### src/rtl/spine_switch_router.sv
// Spine-side switch for the group-4 leaf-to-spine links. Each leaf has an input FIFO, and each
// output leaf has a round-robin arbiter. Flits go back to the leaf named in their dest field.
module spine_switch_router #(
  parameter int         DWIDTH     = 16,
  parameter int         FIFO_DEPTH = 8,
  parameter logic [3:0] GROUP_ID   = 4'b0100,
  parameter int         SPINE_ID   = 1
) (
  input  logic                  clk,
  input  logic                  reset,
  input  logic                  arb_enable,
  input  logic [4*DWIDTH-1:0]   leaf_in_data,
  input  logic [3:0]            leaf_in_valid,
  output logic [4*DWIDTH-1:0]   leaf_out_data,
  output logic [3:0]            leaf_out_valid,
  output logic [23:0]           leaf_out_dest_addr,
  output logic [3:0]            fifo_full,
  output logic [3:0]            fifo_empty,
  output logic [7:0]            drop_count,
  output logic [7:0]            misroute_count,
  output logic                  busy
);

  localparam int AW = $clog2(FIFO_DEPTH);

  if (FIFO_DEPTH < 2 || (FIFO_DEPTH & (FIFO_DEPTH - 1)) != 0 || SPINE_ID < 0) begin : g_param_check
    $error("spine_switch_router: FIFO_DEPTH must be a power of two >= 2 and SPINE_ID >= 0");
  end

  logic [DWIDTH-1:0] r_mem [4][FIFO_DEPTH];
  logic [AW:0]       r_wptr [4];
  logic [AW:0]       r_rptr [4];
  logic [1:0]        r_rr_ptr [4];
  logic [DWIDTH-1:0] r_out_data [4];
  logic [5:0]        r_out_dest [4];
  logic [3:0]        r_out_valid;
  logic [7:0]        r_drop_cnt;
  logic [7:0]        r_mis_cnt;

  logic [DWIDTH-1:0] w_in [4];
  logic [DWIDTH-1:0] w_head [4];
  logic [3:0]        w_empty;
  logic [3:0]        w_full;
  logic [3:0]        w_req [4];
  logic [3:0]        w_grant;
  logic [1:0]        w_winner [4];
  logic [3:0]        w_pop;
  logic [3:0]        w_push;
  logic [3:0]        w_misroute;
  logic [3:0]        w_drop;

  // FIFO status, head flit and unpacked ingress flits
  always_comb begin
    for (int p = 0; p < 4; p++) begin
      w_in[p]    = leaf_in_data[p*DWIDTH +: DWIDTH];
      w_empty[p] = (r_wptr[p] == r_rptr[p]);
      w_full[p]  = (r_wptr[p][AW] != r_rptr[p][AW]) &&
                   (r_wptr[p][AW-1:0] == r_rptr[p][AW-1:0]);
      w_head[p]  = r_mem[p][r_rptr[p][AW-1:0]];
    end
  end

  // Head-of-line requests: input p asks for output dest[1:0]
  always_comb begin
    for (int o = 0; o < 4; o++) begin
      for (int p = 0; p < 4; p++) begin
        w_req[o][p] = arb_enable && !w_empty[p] &&
                      (w_head[p][DWIDTH-5 -: 2] == 2'(o));
      end
    end
  end

  // Round-robin search per output starting at its pointer
  always_comb begin
    logic [1:0] idx;
    logic       hit;
    for (int o = 0; o < 4; o++) begin
      w_grant[o]  = 1'b0;
      w_winner[o] = 2'b00;
      for (int k = 0; k < 4; k++) begin
        idx         = r_rr_ptr[o] + 2'(k);
        hit         = !w_grant[o] && w_req[o][idx];
        w_winner[o] = hit ? idx : w_winner[o];
        w_grant[o]  = w_grant[o] | hit;
      end
    end
  end

  // Pop decode and ingress accept/drop/misroute classification
  always_comb begin
    for (int p = 0; p < 4; p++) begin
      w_pop[p] = 1'b0;
      for (int o = 0; o < 4; o++) begin
        w_pop[p] = w_pop[p] | (w_grant[o] && (w_winner[o] == 2'(p)));
      end
      w_misroute[p] = leaf_in_valid[p] && (w_in[p][DWIDTH-1 -: 4] != GROUP_ID);
      // A pop in the same cycle frees a slot, so a full FIFO still accepts
      w_drop[p]     = leaf_in_valid[p] && !w_misroute[p] && w_full[p] && !w_pop[p];
      w_push[p]     = leaf_in_valid[p] && !w_misroute[p] && (!w_full[p] || w_pop[p]);
    end
  end

  // FIFO read/write pointers
  always_ff @(posedge clk or posedge reset) begin
    if (reset) begin
      for (int p = 0; p < 4; p++) begin
        r_wptr[p] <= '0;
        r_rptr[p] <= '0;
      end
    end else begin
      for (int p = 0; p < 4; p++) begin
        if (w_push[p]) begin
          r_wptr[p] <= r_wptr[p] + 1'b1;
        end
        if (w_pop[p]) begin
          r_rptr[p] <= r_rptr[p] + 1'b1;
        end
      end
    end
  end

  // FIFO storage; contents are don't-care while the pointers say empty
  always_ff @(posedge clk) begin
    for (int p = 0; p < 4; p++) begin
      if (w_push[p]) begin
        r_mem[p][r_wptr[p][AW-1:0]] <= w_in[p];
      end
    end
  end

  // Arbiter pointers and registered egress
  always_ff @(posedge clk or posedge reset) begin
    if (reset) begin
      r_out_valid <= 4'b0000;
      for (int o = 0; o < 4; o++) begin
        r_rr_ptr[o]   <= 2'b00;
        r_out_data[o] <= '0;
        r_out_dest[o] <= 6'b000000;
      end
    end else begin
      r_out_valid <= w_grant;
      for (int o = 0; o < 4; o++) begin
        if (w_grant[o]) begin
          r_rr_ptr[o]   <= w_winner[o] + 2'b01;
          r_out_data[o] <= w_head[w_winner[o]];
          r_out_dest[o] <= w_head[w_winner[o]][DWIDTH-1 -: 6];
        end
      end
    end
  end

  // Saturating drop and misroute counters, at most one step per cycle
  always_ff @(posedge clk or posedge reset) begin
    if (reset) begin
      r_drop_cnt <= 8'h00;
      r_mis_cnt  <= 8'h00;
    end else begin
      if ((|w_drop) && (r_drop_cnt != 8'hFF)) begin
        r_drop_cnt <= r_drop_cnt + 8'h01;
      end
      if ((|w_misroute) && (r_mis_cnt != 8'hFF)) begin
        r_mis_cnt <= r_mis_cnt + 8'h01;
      end
    end
  end

  // Output packing
  always_comb begin
    for (int o = 0; o < 4; o++) begin
      leaf_out_data[o*DWIDTH +: DWIDTH] = r_out_data[o];
      leaf_out_dest_addr[o*6 +: 6]      = r_out_dest[o];
    end
  end

  assign leaf_out_valid = r_out_valid;
  assign fifo_full      = w_full;
  assign fifo_empty     = w_empty;
  assign drop_count     = r_drop_cnt;
  assign misroute_count = r_mis_cnt;
  assign busy           = (~&w_empty) || (|r_out_valid);

endmodule

### config.mk
export PLATFORM = sky130hd
export DESIGN_NAME = spine_switch_router
export DESIGN_NICKNAME = d
export VERILOG_FILES = /design/src/rtl/spine_switch_router.sv
export SDC_FILE = /design/constraint.sdc
export NUM_CORES = 1
export LEC_CHECK = 0
export BUFFER_PORTS_ARGS = -buffer_cell sky130_fd_sc_hd__buf_2
export CAP_MARGIN = 20
export CORE_MARGIN = 2
export CORE_UTILIZATION = 25
export CTS_BUF_LIST = sky130_fd_sc_hd__clkbuf_2 sky130_fd_sc_hd__clkbuf_4 sky130_fd_sc_hd__clkbuf_8
export DETAILED_ROUTE_END_ITERATION = 12
export SLEW_MARGIN = 20
export SYNTH_ARGS = -nofsm -noshare
export SYNTH_HDL_FRONTEND = slang
export SYNTH_SLANG_ARGS = --single-unit
### constraint.sdc
create_clock -name clk -period 18.18 [get_ports clk]
set_clock_uncertainty 0.15 [all_clocks]
set_input_delay 0.909 -clock clk [delete_from_list [all_inputs] [get_ports clk]]
set_output_delay 0.909 -clock clk [all_outputs]
set_load 0.02 [all_outputs]
[After elaboration in Yosys (flattened, before gate mapping)]
Memories as Yosys holds them, arrays and structs flattened.
Cells that the tools add are included.
W data, S select, Z words.
Operators by class
  add/sub/neg operators: 26
  order comparisons: 32
  equality and inequality tests: 42
  mux-type cells: 88
  bitwise logic cells: 36
  reduce and logical (&&, ||, !) cells: 124
Operators by type and width (number)
  $mux W128: 4
  $mux W16: 20
  $bmux W16 S3: 4
  $demux W16 S3: 4
  $bmux W16 S2: 4
  $logic_and A1 B1 Y1: 78
  $lt A2 B3 Y1 const B: 16
  $add A4 B1 Y4 const B: 8
  $bmux W1 S2: 16
  $eq A2 B2 Y1 const B: 16
  $ge A4 B4 Y1 const B: 8
  $mux W2: 16
  $not A3 Y4: 8
  $logic_not A1 Y1: 29
  $or A1 B1 Y1: 24
  $mux W1: 20
  $add A2 B1 Y2 const B: 8
  $add A2 B2 Y2 const B: 8
  $add A8 B1 Y8 const B: 2
  $eq A2 B1 Y1 const B: 8
  $eq A4 B4 Y1: 4
  $logic_not A2 Y1: 8
  $lt A4 B1 Y1 const B: 4
  $ne A4 B3 Y1 const B: 4
  8 further kinds: 27
Word-level totals
  flip-flop bits (word level): 148
  RAM bits: 512
  input bits: 71
  output and inout bits: 117
  word-level logic and storage cells: 372
  memories kept: 1
Memory list
  r_mem: depth 4, bits a word 128, read ports 4, clocked after memory_dff 0, write ports 4, line 30  | logic [DWIDTH-1:0] r_mem [4][FIFO_DEPTH];

[Longest topological paths before layout]
Gate-level depths: netlist (run 1).
  depth in word-level cells: 26
  gate-level depth with buffers: 17
  depth with buffers taken out: 14

[Worst setup path after synthesis (run 1)]
Ideal clock, no wire load.
  kind: reg-to-reg
  from: reg r_rptr[4] (netlist name)
  to: mem r_mem[0][100] (netlist name), enable pin
  library setup time: 430 ps
  arrival time: 5332 ps
  required time: 17600 ps
  path slack: 12268 ps
  stages on the path, launching flop included: 17
  cells stage by stage: dfrtp_1 buf_6 mux4_2 mux2_2 or3_1 mux2_2 o211a_1 o21ai_1 clkbuf_1 ha_1 inv_1 a41o_1 nand3_1 nor2_1 a21o_1 clkbuf_1 nor4_1
RTL lines
  start: declaration: line 32  | logic [AW:0] r_rptr [4];
  start signal: indexed assignment: line 116  | r_rptr[p] <= r_rptr[p] + 1'b1;
  end: declaration: line 30

[Final worst setup path (run 1)]
  from: reg r_rptr[4] (netlist name)
  to: reg r_wptr[3] (netlist name)
Between the ends
  word-level cells in the longest chain between the ends: 24
  elaborated cells between the ends (all ways): 112
  those cells by class: eq/ne: 8; mux: 51; bitwise: 16; reduce/logical: 37
RTL lines
  $not A3 Y4 (implied by the code): line 59  | w_head[p] = r_mem[p][r_rptr[p][AW-1:0]];
  $bmux W16 S3: line 59
  $mux W16 (implied by the code) (2 in a row): line 59
  $eq A2 B1 Y1 or $logic_not A2 Y1 (tied branches): line 68  | (w_head[p][DWIDTH-5 -: 2] == 2'(o));
  $logic_and A1 B1 Y1: line 67  | w_req[o][p] = arb_enable && !w_empty[p] &&
  $bmux W1 S2: line 82  | hit = !w_grant[o] && w_req[o][idx];
  $mux W1 (implied by the code): line 82
  $logic_not A1 Y1: line 82
  [6 not listed]
  $logic_and A1 B1 Y1: line 82
  $mux W2: line 83  | w_winner[o] = hit ? idx : w_winner[o];
  $eq A2 B2 Y1: line 94  | w_pop[p] = w_pop[p] | (w_grant[o] && (w_winner[o] == 2'(p)));
  $logic_and A1 B1 Y1: line 94
  $or A1 B1 Y1 (2 in a row): line 94
  $or A1 B1 Y1 (*): line 94
  $logic_or A1 B1 Y1 (*): line 99  | w_push[p] = leaf_in_valid[p] && !w_misroute[p] && (!w_full[p] || w_pop[p]);
  $logic_and A1 B1 Y1 (*): line 99
  end signal: indexed assignment: line 113  | r_wptr[p] <= r_wptr[p] + 1'b1;
  end: declaration: line 31  | logic [AW:0] r_wptr [4];
Mark *: on every way between the ends. The rest lies on a longest branch, timed or not. The select of a mux whose other input is x is not followed.
A chain may end at the register's enable or synchronous reset.

==> results of run 1 <==
## sequential cells by signal, indices dropped and copies added, names as in the netlist
signal / count
drop_count: 8
leaf_out_data: 64
leaf_out_valid: 4
misroute_count: 8
r_mem: 512
r_rptr: 16
r_rr_ptr: 8
r_wptr: 16
## area by class of cell
| cell class | count | share of cell area [%] |
|---|---|---|
| antenna | 4 | 0.0312 |
| clock buffer | 152 | 5.64 |
| clock inverter | 38 | 0.982 |
| inverter | 34 | 0.413 |
| multi-input combinational | 843 | 25.7 |
| sequential | 636 | 57.5 |
| tap | 1414 | 5.51 |
| timing repair buffer | 240 | 4.15 |
## placed cells by master (no fill, tap or decap), drive strengths merged, types with 13 or more instances in the layout
cell	count
inv	39
a31oi	42
xnor2	24
dfrtp	124
mux2i	135
nand3	19
nand2	122
buf	240
clkbuf	152
xor2	30
o21ai	16
mux4	128
clkinv	30
edfxtp	512
mux2	39
a21oi	19
ha	22
nor3	22
nor4	13
nor2	75
nor3b	14
## kinds of logic (layout without fill, tap and decap cells)
kind of cell / after synthesis / in the layout
AO/OA/AOI/OAI: 144 / 144
AND/OR/NAND/NOR: 321 / 321
buffers and inverters: 146 / 464
adder cells (fa/ha/maj): 22 / 22
flip-flops: 636 / 636
multiplexers: 302 / 302
XOR/XNOR: 54 / 54
other: 0 / 4
## metrics by stage
| step | cells | power [uW] | cell area, um^2 | utilization, % |
|---|---|---|---|---|
| final | 3361 | 5710 | 32100 | 29.6 |
| after CTS | 3357 | 5730 | 32100 | 29.6 |
| after global routing | 3357 | 6010 | 32100 | 29.6 |
| after global placement | 3167 | 4420 | 30000 | 27.7 |
| after floorplan | 1625 | 3620 | 27200 | - |
| after detailed placement | 3167 | 4450 | 30000 | 27.7 |
## final timing paths
check	end	cells after the start
setup / recovery	r_wptr[3]$_DFFE_PP0P_	14
max in group asynchronous	r_rptr[12]$_DFFE_PP0P_	3
hold reg to reg	misroute_count[5]$_DFFE_PP0P_	1
hold / removal	r_rptr[0]$_DFFE_PP0P_	2
min in group clk	r_mem[1][59]$_DFFE_PP_	1
setup reg to reg	r_wptr[3]$_DFFE_PP0P_	14
## worst max-delay path, stage by stage (launching register included)
cell      delay (ns)
dfrtp_2         0.72
buf_4           0.47
mux4_2          0.57
mux2_2          0.32
or3_1           0.45
mux2_2          0.29
o211a_1         0.22
o21ai_1         0.09
buf_4           0.27
inv_1           0.31
ha_1            0.29
a222oi_1        0.52
a31oi_1         0.35
and4_1          0.60
xor2_1          0.26
## per-layer routing
layer | routed length, um | GRT usage (%) | vias to the layer above
li1 | - | - | 6821
met1 | 31600 | 17.8 | 8009
met2 | 33300 | 19.9 | 696
met3 | 8070 | 4.94 | 160
met4 | 2360 | 4.71 | 10
met5 | 66 | 0 | -
## power breakdown
part           leakage [uW]  internal (uW)  switching, uW
Combinational       0.00410            941           1550
Sequential          0.00607           1720            234
Clock               0.00114            677            583
Total                0.0113           3340           2370
==> impl_metrics.env, run 1 <==
export IMPL_drtPass1Iterations=6
export IMPL_grt_overflow=0
export IMPL_ir_drop_uv=107
export IMPL_fmax_ghz=0.165
export IMPL_synth_top_family_by_area="multiplexers"
export IMPL_grt_pass1_wl_um=109000
export IMPL_crit_arrival_ns=6.50
export IMPL_synthMuxAreaShare_pct=17.3
export IMPL_path_max_fanout=19
export IMPL_grt_pass1_vias=16000
export IMPL_fin_crit_ns=6.06
export IMPL_cts_clk_slew_worst_paths_ns=0.06
export IMPL_multi_input_area_um2=8270
export IMPL_reg2reg_slack_ns=12.12
export IMPL_clockBufferDepth=3
export IMPL_vias=15700
export IMPL_worstPathRequired_ns=18.62
export IMPL_routedWlPerCell_um=22.4
export IMPL_yosys_top_cells_count="512 x edfxtp_1, 132 x mux2i_1, 128 x mux4_2"
export IMPL_drv_slew=0
export IMPL_synth_net_count=1718
export IMPL_synth_area_per_cell_um2=16.8
export IMPL_coreArea_um2=108000
export IMPL_synthToLayoutAreaGrowth_pct=18.0
export IMPL_synthSimpleGateAreaFrac_pct=5.71
export IMPL_wirelength_um=75300
export IMPL_dpl_worst_slack_ns=12.10
export IMPL_rsz0062_at_grt="no"
export IMPL_initial_utilization_pct=25.1
export IMPL_gp_congestion=0.904
export IMPL_n_fill_cell=10700
export IMPL_synth_top_area_cell="edfxtp_1"
export IMPL_yosysMostFrequentCell="edfxtp_1"
export IMPL_crit_path_start_kind="flop"
export IMPL_setup_viol=0
export IMPL_endpoint_kind="flop"
export IMPL_fin_tns_setup_ns=0
export IMPL_synthFlopType="edfxtp_1"
export IMPL_slew_headroom_pct=24.5
export IMPL_startpoint="r_rptr[4]$_DFFE_PP0P_"
export IMPL_power_density_nw_per_um2=178
export IMPL_worstSetupPathType="flop to flop"
export IMPL_num_rows=121
export IMPL_hold_class="input pin to asynchronous set/reset pin"
export IMPL_cts_made_buffers=106
export IMPL_max_cap_violations=0
export IMPL_grt_max_degree=66
export IMPL_regArea_um2=18500
export IMPL_synth_area_leaders="edfxtp_1 56%, dfrtp_1 11%, mux4_2 11%"
export IMPL_status="finished clean"
export IMPL_reg2reg_from="r_rptr[4]$_DFFE_PP0P_"
export IMPL_cts_root_buffer="clkbuf_8"
export IMPL_synth_xor_area_share_pct=1.74
export IMPL_nets=1954
export IMPL_fin_ws_ns=12.12
export IMPL_synth_enable_flop_cells=512
export IMPL_layout_drive_gt1_share_pct=33.0
export IMPL_grt_usage_pct=13.4
export IMPL_syn_instance_count=1625
export IMPL_portBuffers=187
export IMPL_yosys_warnings=0
export IMPL_die_area_um2=112000
export IMPL_final_hold_viol_count=0
export IMPL_antenna_found_initial=16
export IMPL_p_leak_uw=0.0113
export IMPL_cts_resized=0
export IMPL_vias_per_cell=4.67
export IMPL_yosys_cell_types_count=74
export IMPL_synthAdderAreaFrac_pct=1.01
export IMPL_tightest_slew_ns=1.10
export IMPL_cts_sinks=636
export IMPL_synth_top_area_share_pct=56.5
export IMPL_post_cts_setup_buffers=0
export IMPL_cts_tree="built"
export IMPL_postCtsHoldBufs=0
export IMPL_drc=0
export IMPL_ys_async_sr_fraction_pct=19.5
export IMPL_io_pin_count=188
export IMPL_ys_seq_area_share_pct=67.9
export IMPL_clk_latency_ns=0.78
export IMPL_hpwl_um=53200
export IMPL_die_w_um=334
export IMPL_yosys_register_bits=636
export IMPL_drt_iter0_drc=1625
export IMPL_finalHoldWorstSlack_ns=0.114
export IMPL_synth_compound_area_share_pct=3.91
export IMPL_cts_htree_levels=3
export IMPL_die_h_um=334
export IMPL_synthesis_area_um2=27200
export IMPL_ant_nets=0
export IMPL_post_route_period_util_pct=33.3
Power figures use the tool's default switching activity.
==> inputs of run 2 (changes only) <==
clock period = 4.9 ns   (was 18.18 ns; I/O delays follow)
==> run 2 against run 1 <==
Sequential power rose to 3.6 times the previous value; final area rose by 4.2%; combinational power rose to 4.0 times the previous value; first-iteration DRC count fell by 17%; largest power group unchanged.
==> impl_metrics.env, run 2 (synthesis results as in run 1) <==
export IMPL_grt_pass1_wl_um=112000
export IMPL_crit_cells=14
export IMPL_die_h_um=334
export IMPL_p_leak_uw=0.0119
export IMPL_final_common_cell="edfxtp_1"
export IMPL_endpoint_kind="flop"
export IMPL_fin_ws_ns=0.225
export IMPL_worstPathRequired_ns=5.36
export IMPL_ir_drop_uv=390
export IMPL_rsz0062_at_grt="no"
export IMPL_wirelength_um=77500
export IMPL_placed_cell_area_um2=30700
export IMPL_clk_latency_ns=0.74
export IMPL_grt_usage_pct=13.7
export IMPL_largest_reg_flops=512
export IMPL_crit_path_frequent_cell="mux2_2"
export IMPL_cp_top_family="multiplexers"
export IMPL_drt_iter0_drc=1348
export IMPL_cts_made_buffers=104
export IMPL_cts_root_buffer="clkbuf_8"
export IMPL_vias_per_cell=4.64
export IMPL_fmax_ghz=0.214
export IMPL_nets=2064
export IMPL_hpwl_um=55400
export IMPL_r2r_cells=14
export IMPL_drc=0
export IMPL_layout_drive_gt1_share_pct=33.0
export IMPL_grt_pass1_vias=16200
export IMPL_vias=16100
export IMPL_drv_slew=0
export IMPL_drtPass1Iterations=6
export IMPL_io_pin_count=188
export IMPL_tightest_slew_ns=1.21
export IMPL_coreArea_um2=108000
export IMPL_multi_input_area_um2=8350
export IMPL_fin_area_um2=33500
export IMPL_cts_clk_slew_worst_paths_ns=0.06
export IMPL_cts_sinks=636
export IMPL_ant_nets=0
export IMPL_grt_max_degree=86
export IMPL_num_rows=121
export IMPL_routedWlPerCell_um=22.3
export IMPL_n_fill_cell=10700
export IMPL_die_area_um2=112000
export IMPL_die_w_um=334
export IMPL_dpl_worst_slack_ns=0.193
export IMPL_crit_path_start_kind="flop"
export IMPL_cts_htree_levels=3
export IMPL_fin_crit_ns=4.67
export IMPL_mostFrequentLayoutCells="512 x edfxtp_1, 187 x buf_2, 132 x mux2i_1"
export IMPL_power_density_nw_per_um2=648
export IMPL_initial_utilization_pct=25.1
export IMPL_gp_congestion=0.903
export IMPL_worstSetupPathType="flop to flop"
export IMPL_fin_tns_setup_ns=0
export IMPL_portBuffers=187
export IMPL_cts_tree="built"
export IMPL_crit_arrival_ns=5.14
export IMPL_clockBufferDepth=3
export IMPL_slew_headroom_pct=17.3
export IMPL_worstPathCellList="mux4_2 -> mux2_2 -> or3_1 -> mux2_2 -> o211a_1 -> o21ai_2 -> inv_1 -> ha_1 -> a222oi_1 -> buf_4 -> and4bb_2 -> nor3_4 -> nor3_1 -> mux2_1"
export IMPL_hold_class="input pin to asynchronous set/reset pin"
export IMPL_finalHoldWorstSlack_ns=0.0960
export IMPL_post_route_period_util_pct=95.4
export IMPL_final_hold_viol_count=0
export IMPL_grt_overflow=0
export IMPL_status="finished clean"
export IMPL_antenna_found_initial=13
export IMPL_crit_slowest_cell="mux4_2"
export IMPL_max_cap_violations=0
export IMPL_setup_viol=0
export IMPL_cp_buffers_inverters=2
export IMPL_path_max_fanout=10
export IMPL_synthToLayoutAreaGrowth_pct=23.0
export IMPL_critPathMaxStageDelay_ns=0.58
export IMPL_regArea_um2=18500
==> run 2: path summary, 6_finish.rpt <==
kind	start	endpoint	slack, ns
max	r_rptr[4]$_DFFE_PP0P_	drop_count[7]$_DFFE_PP0P_	0.23
min	reset	misroute_count[5]$_DFFE_PP0P_	0.1
max reg2reg	r_rptr[4]$_DFFE_PP0P_	drop_count[7]$_DFFE_PP0P_	0.23
min reg2reg	r_wptr[7]$_DFFE_PP0P_	r_wptr[7]$_DFFE_PP0P_	0.34
max in group asynchronous	reset	leaf_out_data[11]$_DFFE_PP0P_	3.33
min in group clk	leaf_in_valid[3]	r_wptr[0]$_DFFE_PP0P_	0.14
==> run 2: cell type report <==
| class | instances | area share, % |
|---|---|---|
| antenna | 6 | 0.0448 |
| clock buffer | 133 | 5.02 |
| clock inverter | 55 | 1.35 |
| inverter | 34 | 0.396 |
| multi-input combinational | 843 | 25.0 |
| sequential | 636 | 55.2 |
| tap | 1414 | 5.28 |
| timing repair buffer | 352 | 7.74 |
==> run 2: what timing repair did <==
action	CTS	global route
hold endpoints to repair	603	0
gates resized for setup	0	2
setup buffers	0	1
hold buffers	67	0
endpoints found under the setup margin	0	129
==> run 2: metal layers <==
| metal | up-vias | track usage (%) | wire length [um] |
|---|---|---|---|
| li1 | 7060 | - | - |
| met3 | 141 | 3.33 | 5810 |
| met2 | 644 | 21.8 | 36100 |
| met5 | - | 0 | 90 |
| met4 | 14 | 4.45 | 1820 |
| met1 | 8239 | 18.4 | 33700 |
==> run 2: tightest hold or removal path, cell delays in order <==
cell and delay, ns:
dlygate4sd3_1 0.53, buf_2 0.14, inv_6 0.53
==> run 2: stage by stage <==
stage | instances | util [%] | power [uW]
after detailed placement | 3211 | 28.3 | 17000
after floorplan | 1625 | - | 13500
final | 3473 | 30.9 | 21700
after global routing | 3469 | 30.9 | 22900
after CTS | 3466 | 30.9 | 21800
after global placement | 3211 | 28.3 | 16800
==> run 2: where the power goes <==
group	switching, uW	internal, uW	total [uW]
Clock	2170	2580	4750
Combinational	6130	3790	9920
Sequential	644	6390	7030
Total	8940	12800	21700
==> inputs of run 3 (changes only) <==
MAX_ROUTING_LAYER = met4   (was not set)
RECOVER_POWER = 25   (was not set)
==> run 3 against run 2 <==
Routed wire length up 0.12%; die area stayed put; critical path depth decreased by 1; worst hold slack better by 0.013 ns; sequential share of layout area hardly changed; combinational power hardly changed; worst setup slack worse by 0.032 ns; clock power down 0.8%; via count up 0.13%; count of clock-buffer cells in the layout is 20 higher; critical path type unchanged; critical endpoint is now r_mem[1][2]$_DFFE_PP_; largest cell class unchanged; largest power group unchanged.
==> impl_metrics.env, run 3 (synthesis results as in run 1) <==
export IMPL_slew_headroom_pct=22.2
export IMPL_use_met2_pct=21.4
export IMPL_initial_utilization_pct=25.1
export IMPL_worstSetupPathType="flop to flop"
export IMPL_reg2reg_from="r_rptr[4]$_DFFE_PP0P_"
export IMPL_dpl_worst_slack_ns=0.202
export IMPL_startpoint="r_rptr[4]$_DFFE_PP0P_"
export IMPL_p_leak_uw=0.0118
export IMPL_use_met3_pct=3.13
export IMPL_hpwl_um=55800
export IMPL_endpoint_kind="flop"
export IMPL_vias=16100
export IMPL_nets=2071
export IMPL_status="finished clean"
export IMPL_setup_viol=0
export IMPL_antenna_found_initial=14
export IMPL_reg2reg_slack_ns=0.19
export IMPL_layout_drive_gt1_share_pct=31.2
export IMPL_grt_pass1_vias=16200
export IMPL_cts_made_buffers=103
export IMPL_ir_drop_uv=419
export IMPL_path_max_fanout=16
export IMPL_final_common_cell="edfxtp_1"
export IMPL_cts_sinks=636
export IMPL_tightest_slew_ns=1.15
export IMPL_grt_usage_pct=14.2
export IMPL_largest_reg_flops=512
export IMPL_cts_tree="built"
export IMPL_wirelength_um=77600
export IMPL_crit_path_end="r_mem[1][2]$_DFFE_PP_"
export IMPL_grt_pass1_wl_um=112000
export IMPL_clockBufferDepth=3
export IMPL_synthToLayoutAreaGrowth_pct=23.1
export IMPL_drt_iter0_drc=1407
export IMPL_die_h_um=334
export IMPL_num_rows=121
export IMPL_cts_htree_levels=3
export IMPL_final_hold_viol_count=0
export IMPL_vias_per_cell=4.62
export IMPL_die_area_um2=112000
export IMPL_io_pin_count=188
export IMPL_drc=0
export IMPL_grt_max_degree=89
export IMPL_crit_path_start_kind="flop"
export IMPL_fmax_ghz=0.212
export IMPL_die_w_um=334
export IMPL_power_density_nw_per_um2=649
export IMPL_grt_overflow=0
export IMPL_reg2reg_to="r_mem[1][2]$_DFFE_PP_"
export IMPL_gp_congestion=0.930
export IMPL_crit_arrival_ns=4.98
export IMPL_drv_slew=0
export IMPL_busiest_layer="met2"
export IMPL_cts_root_buffer="clkbuf_8"
export IMPL_r2r_cells=13
export IMPL_fin_total_pwr_uw=21800
export IMPL_coreArea_um2=108000
export IMPL_hold_class="input pin to asynchronous set/reset pin"
export IMPL_fin_tns_setup_ns=0
export IMPL_fin_ws_ns=0.193
export IMPL_fin_crit_ns=4.71
export IMPL_drtPass1Iterations=5
export IMPL_cts_clk_slew_worst_paths_ns=0.06
export IMPL_ant_nets=0
export IMPL_max_cap_violations=0
export IMPL_worstPathRequired_ns=5.17
export IMPL_use_met1_pct=18.8
export IMPL_post_cts_setup_buffers=0
export IMPL_rsz0062_at_grt="no"
export IMPL_mostFrequentLayoutCells="512 x edfxtp_1, 138 x buf_2, 131 x mux2i_1"
export IMPL_post_route_period_util_pct=96.1
export IMPL_portBuffers=187
export IMPL_routedWlPerCell_um=22.3
export IMPL_clk_latency_ns=0.74
run 3: cell count changes in the layout (fill, tap and decap cells not counted), sizes merged:
cell,change
buf,-41
bufinv,-2
clkbuf,+69
clkinv,-14
clkinvlp,-2
diode,+6
inv,-3
run 3: metrics by stage:
stage                     area (um^2)  instances  utilization (%)  hold WS, ns
final                           33500       3486             30.9        0.109
after global routing            33500       3484             30.9        0.103
after CTS                       33500       3474             30.9       0.0201
after detailed placement        30700       3220             28.3        0.322
after global placement          30700       3220             28.3        0.315
after floorplan                 27400       1625                -        0.194
run 3: how the worst min path moves through the flow:
stage                                   from                             to  slack (ns)  cells after the start
4_1_cts                     leaf_in_valid[3]          r_wptr[2]$_DFFE_PP0P_        0.02                      6
2_1_floorplan                leaf_in_data[0]          r_mem[0][0]$_DFFE_PP_        0.19                      0
5_1_grt                     leaf_in_valid[3]          r_wptr[0]$_DFFE_PP0P_        0.10                      5
3_3_place_gp   leaf_out_data[43]$_DFFE_PP0P_  leaf_out_data[43]$_DFFE_PP0P_        0.31                      1
6_report                               reset  misroute_count[6]$_DFFE_PP0P_        0.11                      3
3_5_place_dp   leaf_out_data[43]$_DFFE_PP0P_  leaf_out_data[43]$_DFFE_PP0P_        0.32                      1
run 3: power by group:
part / total (uW) / internal, uW / switching (uW) / leakage, uW
registers: 7040 / 6390 / 651 / 0.00607
logic: 10000 / 3800 / 6200 / 0.00459
clock network: 4710 / 2640 / 2070 / 0.00112
total: 21800 / 12800 / 8920 / 0.0118
run 3: cell type report:
cell class	instances	area [um^2]
flip-flops and latches	636	18500
fillers	10700	74900
multi-input cells	843	8370
diodes	12	30.0
clock buffers	153	1860
well taps	1414	1770
clock inverters	34	274
inverters	34	133
repair buffers	360	2580
run 3: per-layer routing:
metal,up-vias,share of wire (%)
met5,-,0
met4,0,2.4
met3,130,7.0
met2,583,46
met1,8306,45
li1,7100,-
run 3: what timing repair did:
item                                    in CTS  in global routing
endpoints found under the setup margin       0                134
gates resized for setup                      0                  4
endpoints found under the hold margin      606                  0
hold buffers                                67                  0
run 3: critical path: stages (launching register included):
cell	delay, ns
dfrtp_2	0.53
mux4_2	0.57
mux2_2	0.33
or3_1	0.46
mux2_2	0.30
o211a_1	0.24
o21ai_2	0.10
inv_1	0.11
ha_1	0.19
a222oi_1	0.47
nand2_2	0.25
o2111ai_2	0.35
nor2_1	0.13
buf_4	0.24
